`config.mk`:
```
export PLATFORM = sky130hd
export DESIGN_NAME = ifetch_mem_responder
export DESIGN_NICKNAME = d
export VERILOG_FILES = /design/src/rtl/ifetch_mem_responder.sv
export SDC_FILE = /design/constraint.sdc
export NUM_CORES = 1
export LEC_CHECK = 0
export CORE_UTILIZATION = 46
export CTS_CLUSTER_SIZE = 24
export DETAILED_ROUTE_END_ITERATION = 10
export PLACE_DENSITY_LB_ADDON = 0.15
export RECOVER_POWER = 25
export SLEW_MARGIN = 20
export SYNTH_ARGS = -nofsm -noshare
export SYNTH_HDL_FRONTEND = slang
export SYNTH_SLANG_ARGS = --single-unit
```
`constraint.sdc`:
```
create_clock -name clk -period 3.6 [get_ports clk]
set_input_delay 0.36 -clock clk [delete_from_list [all_inputs] [get_ports clk]]
set_output_delay 0.36 -clock clk [all_outputs]
set_load 0.005 [all_outputs]
```
`src/rtl/ifetch_mem_responder.sv`:
```
// rtl/ifetch_mem_responder.sv - memory-side fetch responder: one 64-bit bus read per fetch, 32-bit word out
//
// Purpose:
//    Accepts a PC from the IFU and issues a single read on a valid/ready
//    memory bus. It returns the selected 32-bit instruction half of the
//    64-bit beat. Redirect flushes discard in-flight data. Bus errors,
//    misaligned PCs and response timeouts are turned into FAULT_INST with
//    fault_o set.
//
// Ports:
//    clk, rst_n       clock, synchronous active-low reset
//    fetch_req_i      IFU fetch request
//    fetch_addr_i     PC, latched when a request is accepted
//    flush_i          redirect: kill the current fetch
//    stall_i          downstream stall: hold the delivered instruction
//    inst_o           instruction word (0 when inst_valid_o is low)
//    inst_valid_o     inst_o valid; consumed when inst_valid_o && !stall_i
//    fault_o          inst_o is FAULT_INST due to a fault
//    mem_arvalid_o    read address valid
//    mem_arready_i    read address accepted
//    mem_araddr_o     8-byte aligned read address
//    mem_rvalid_i     read data valid
//    mem_rready_o     ready for read data
//    mem_rdata_i      64-bit read data
//    mem_rresp_i      response code, nonzero = error

module ifetch_mem_responder #(
   parameter int          ADDR_W      = 64,
   parameter int          TIMEOUT_CYC = 255,
   parameter logic [31:0] FAULT_INST  = 32'h00100073
) (
   input  logic              clk,
   input  logic              rst_n,
   input  logic              fetch_req_i,
   input  logic [ADDR_W-1:0] fetch_addr_i,
   input  logic              flush_i,
   input  logic              stall_i,
   output logic [31:0]       inst_o,
   output logic              inst_valid_o,
   output logic              fault_o,
   output logic              mem_arvalid_o,
   input  logic              mem_arready_i,
   output logic [ADDR_W-1:0] mem_araddr_o,
   input  logic              mem_rvalid_i,
   output logic              mem_rready_o,
   input  logic [63:0]       mem_rdata_i,
   input  logic [1:0]        mem_rresp_i
);

   typedef enum logic [2:0] {
      S_IDLE,
      S_AR,
      S_R,
      S_DROP,
      S_OUT
   } state_t;

   // Timeout fires on the edge where the counter would reach TIMEOUT_CYC,
   // i.e. after TIMEOUT_CYC R-cycles without rvalid.
   localparam logic [7:0] TIMEOUT_LAST = 8'(TIMEOUT_CYC - 1);

   state_t              r_state;
   state_t              w_state_nxt;
   // Bits [1:0] of the PC only matter for the misalignment check at
   // accept time, so they are not stored.
   logic [ADDR_W-1:2]   r_addr;
   logic [ADDR_W-1:2]   w_addr_nxt;
   logic [7:0]          r_cnt;
   logic [7:0]          w_cnt_nxt;
   logic                r_kill;
   logic                w_kill_nxt;
   logic [31:0]         r_inst;
   logic [31:0]         w_inst_nxt;
   logic                r_fault;
   logic                w_fault_nxt;

   logic                w_misalign;
   logic [31:0]         w_word;

   assign w_misalign = (fetch_addr_i[1:0] != 2'b00);
   assign w_word     = r_addr[2] ? mem_rdata_i[63:32] : mem_rdata_i[31:0];

   always_ff @(posedge clk) begin
      if (!rst_n) begin
         r_state <= S_IDLE;
         r_addr  <= '0;
         r_cnt   <= '0;
         r_kill  <= 1'b0;
         r_inst  <= '0;
         r_fault <= 1'b0;
      end else begin
         r_state <= w_state_nxt;
         r_addr  <= w_addr_nxt;
         r_cnt   <= w_cnt_nxt;
         r_kill  <= w_kill_nxt;
         r_inst  <= w_inst_nxt;
         r_fault <= w_fault_nxt;
      end
   end

   always_comb begin
      w_state_nxt = r_state;
      w_addr_nxt  = r_addr;
      w_cnt_nxt   = r_cnt;
      w_kill_nxt  = r_kill;
      w_inst_nxt  = r_inst;
      w_fault_nxt = r_fault;

      case (r_state)
         S_IDLE: begin
            if (fetch_req_i && !flush_i) begin
               w_addr_nxt = fetch_addr_i[ADDR_W-1:2];
               w_kill_nxt = 1'b0;
               if (w_misalign) begin
                  w_state_nxt = S_OUT;
                  w_inst_nxt  = FAULT_INST;
                  w_fault_nxt = 1'b1;
               end else begin
                  w_state_nxt = S_AR;
               end
            end
         end

         S_AR: begin
            // arvalid cannot be withdrawn once raised, so a flush here is
            // remembered and the response is drained in DROP instead.
            if (flush_i) begin
               w_kill_nxt = 1'b1;
            end
            if (mem_arready_i) begin
               w_cnt_nxt   = '0;
               w_state_nxt = (r_kill || flush_i) ? S_DROP : S_R;
            end
         end

         S_R: begin
            if (mem_rvalid_i) begin
               if (flush_i) begin
                  w_state_nxt = S_IDLE;
               end else begin
                  w_state_nxt = S_OUT;
                  if (mem_rresp_i != 2'b00) begin
                     w_inst_nxt  = FAULT_INST;
                     w_fault_nxt = 1'b1;
                  end else begin
                     w_inst_nxt  = w_word;
                     w_fault_nxt = 1'b0;
                  end
               end
            end else if (flush_i) begin
               w_state_nxt = S_DROP;
            end else if (r_cnt == TIMEOUT_LAST) begin
               w_state_nxt = S_OUT;
               w_inst_nxt  = FAULT_INST;
               w_fault_nxt = 1'b1;
            end else begin
               w_cnt_nxt = r_cnt + 8'd1;
            end
         end

         S_DROP: begin
            if (mem_rvalid_i) begin
               w_state_nxt = S_IDLE;
            end
         end

         S_OUT: begin
            // Flush beats stall: the held instruction is thrown away.
            if (flush_i) begin
               w_state_nxt = S_IDLE;
            end else if (!stall_i) begin
               if (fetch_req_i) begin
                  w_addr_nxt = fetch_addr_i[ADDR_W-1:2];
                  w_kill_nxt = 1'b0;
                  if (w_misalign) begin
                     w_state_nxt = S_OUT;
                     w_inst_nxt  = FAULT_INST;
                     w_fault_nxt = 1'b1;
                  end else begin
                     w_state_nxt = S_AR;
                  end
               end else begin
                  w_state_nxt = S_IDLE;
               end
            end
         end

         default: begin
            w_state_nxt = S_IDLE;
         end
      endcase
   end

   assign mem_arvalid_o = (r_state == S_AR);
   assign mem_araddr_o  = {r_addr[ADDR_W-1:3], 3'b000};
   assign mem_rready_o  = (r_state == S_R) || (r_state == S_DROP);
   assign inst_valid_o  = (r_state == S_OUT);
   assign inst_o        = inst_valid_o ? r_inst : 32'd0;
   assign fault_o       = inst_valid_o & r_fault;

endmodule

```
==> out/qor.csv <==
metric,value,unit
fin crit period,2830,ps
ys async rst share,0,%
Critical Path RT,3830,ps
Setup Buffers After CTS,0,
fillcell total,981,
"Distinct cells, synth",61,
type of origin of the critical path,flop,
first-pass GRT wire length,24600,um
ys flop type,dfxtp_1,
DR pass1 iterations,5,
"Area growth, synth to finish",40.6,%
Synth Area in XOR/XNOR,0,%
final instance area,7680,sq um
clk buf depth,2,
data arrival time of the critical path,3070,ps
post-route ant nets,0,
YS warnings,0,
CTS Hold Bufs,0,
Via density,5.47,
DRT Wirelength,15100,um
"area leader, netlist",dfxtp_1,
Post-Synth Simple-Gate Area,21.7,%
"Largest stage delay, worst path",880,ps
Power Density,489,nW/um^2
status,completed,
total core area,11500,sq um
# port buffers,233,
share of cells above drive strength 1,8.20,%
average wire per standard cell,15.7,um
initial antenna violation count,0,
slowest stage cell on the critical path,a211oi_4,
multiplexer share of the synthesized area,6.83,%
"most common cell after layout, fill and taps aside",clkdlybuf4s50_1,
cell class contributing the biggest share of worst-path delay,compound AO/OA/AOI/OAI gates,
final-report max-slew violation count,0,
Synth Area in Compound Gates,18.2,%
"Clk Latency, worst-skew pair",340,ps
Slew headroom,24.1,%
Fmax,353,MHz
IO Pins,237,
Synth Cell Area,5460,sq um
RSZ-0062 raised after global routing,false,
die extent in x,111,um
H-tree levels,3,
gpl congestion,0.866,
crit path capture type,flop,
Worst Skew,7.80,ps
initial core utilization,47.6,%
gr ovfl total,0,
CTS resizes,0,
Static Leak,0.00290,uW
top-area cell type share of the netlist area,39.2,%
chip height,111,um
number of diodes,0,
DR DRC count,0,
Clock transition at path regs,70,ps
Synth Register Bits,107,
worst path cell trace,or3b_4 > a211oi_4 > nor2_1 > o211a_1,
Cells after Synth,676,
Final Setup Violations,0,
Root Driver,clkbuf_16,
crit-path max FO,27,
Final period util,78.7,%
Post-synth EDFFs,0,
worst IR drop on VDD,237,uV
Setup CP Type,flop to flop,
main area contributors after synthesis,"dfxtp_1 (39%), a21oi_1 (9.3%), nand2_1 (9.0%)",
setup slack after layout,768,ps
via count,5255,
Post-DP Area,7360,sq um
Mapped Avg Cell Area,8.08,sq um
Final Hold Vio Count,0,
Cell Rows,39,
Final #Nets,951,
setup_tns,0,ps
register area,2140,sq um
Hold Crit Class,flop to flop,
DR iter-0 viols,401,
max-cap viol count,0,
vias in the first global route,5119,
worst slew pin tran,1140,ps
All-Layer GR Usage,24.3,%
pin count of the biggest net entering global routing,70,
CTS Sinks,107,
CTS Buf Count,9,
DP HPWL,10600,um
die area,12300,sq um
main combinational cell family by area after synthesis,simple AND/OR/NAND/NOR gates,
buffers and inverters on the worst path,0,
dpl ws,839,ps
register area share after synthesis,39.2,%
area share of fa/ha/maj cells after synthesis,0.458,%
most frequent cells in the layout,"clkdlybuf4s50_1 (182), nand2_1 (131), dfxtp_1 (107)",
CTS tree,yes,
multi-input logic area,2600,sq um
-- area by class of cell --
class,instances,share of cell area (%)
clock inverter,5,0.750
multi-input combinational,446,33.9
timing repair buffer,241,31.5
sequential,107,27.9
inverter,7,0.342
tap,143,2.33
clock buffer,11,3.29
-- Yosys cell counts (all sizes together), types with 2 or more instances --
cell type and number:
o211ai 3, nor2 11, clkbuf 34, nand2 131, mux2i 8, a311oi 6
ha 2, dfxtp 107, o21ai 36, nand2b 2, a211oi 4, nor3 3
or2 2, a2111oi 2, o21a 2, nor3b 2, nor4 3, nand3 6
nor2b 2, a31oi 4, and3 36, o211a 2, a21oi 101, nand4 28
buf 84, inv 7, mux2 26, or3b 2
-- sequential cells by signal (all words and copies together), names as in the netlist --
name and cells:
r_inst 32, r_fault 1, r_state 3, r_kill 1
r_cnt 8, r_addr 62
-- path summary, 6_finish.rpt --
path	end	slack (ps)	from	cells past startpoint
worst max-delay path	r_fault	770	r_state[1]	4
worst min-delay path	r_addr[42]	450	r_addr[42]	2
worst max register to register	r_fault	770	r_state[1]	4
worst min register to register	r_addr[42]	450	r_addr[42]	2
-- tightest hold or removal path, stage by stage (launching register included) --
cell and delay [ps]:
dfxtp_1 310, nand2_1 50, a21oi_1 50
-- stage by stage --
| step | power [uW] | util (%) | hold slack, ps | std cells |
|---|---|---|---|---|
| global placement | 2750 | 64.2 | 441 | 944 |
| global route | 3970 | 67.0 | 470 | 960 |
| detailed placement | 2790 | 64.2 | 446 | 944 |
| floorplan | 2330 | - | 437 | 678 |
| finish | 3750 | 67.0 | 451 | 960 |
| CTS | 3810 | 66.9 | 456 | 960 |
-- where the power goes --
group          total, uW  internal [uW]  switching [uW]  leakage, uW
clock network       1010            580             433     0.000156
registers           1460           1320             136     0.000870
logic               1280            583             699      0.00188
total               3750           2480            1270      0.00290
-- cells by family (layout without fill, tap and decap cells) --
group / count (synthesis) / count (layout)
other cells: 1 / 3
compound gates: 170 / 170
simple gates: 237 / 237
flops: 107 / 107
buf+inv: 125 / 264
mux: 34 / 34
fa+ha+maj: 2 / 2
-- layer usage --
layer  vias to the layer above  GRT usage [%]  wire [um]
met5                         -              0          0
met3                        19           6.12       1180
li1                       2566              -          -
met4                         0           9.16        268
met1                      2424           29.6       6290
met2                       246           41.2       7310
(Power assumes the default switching activity.)
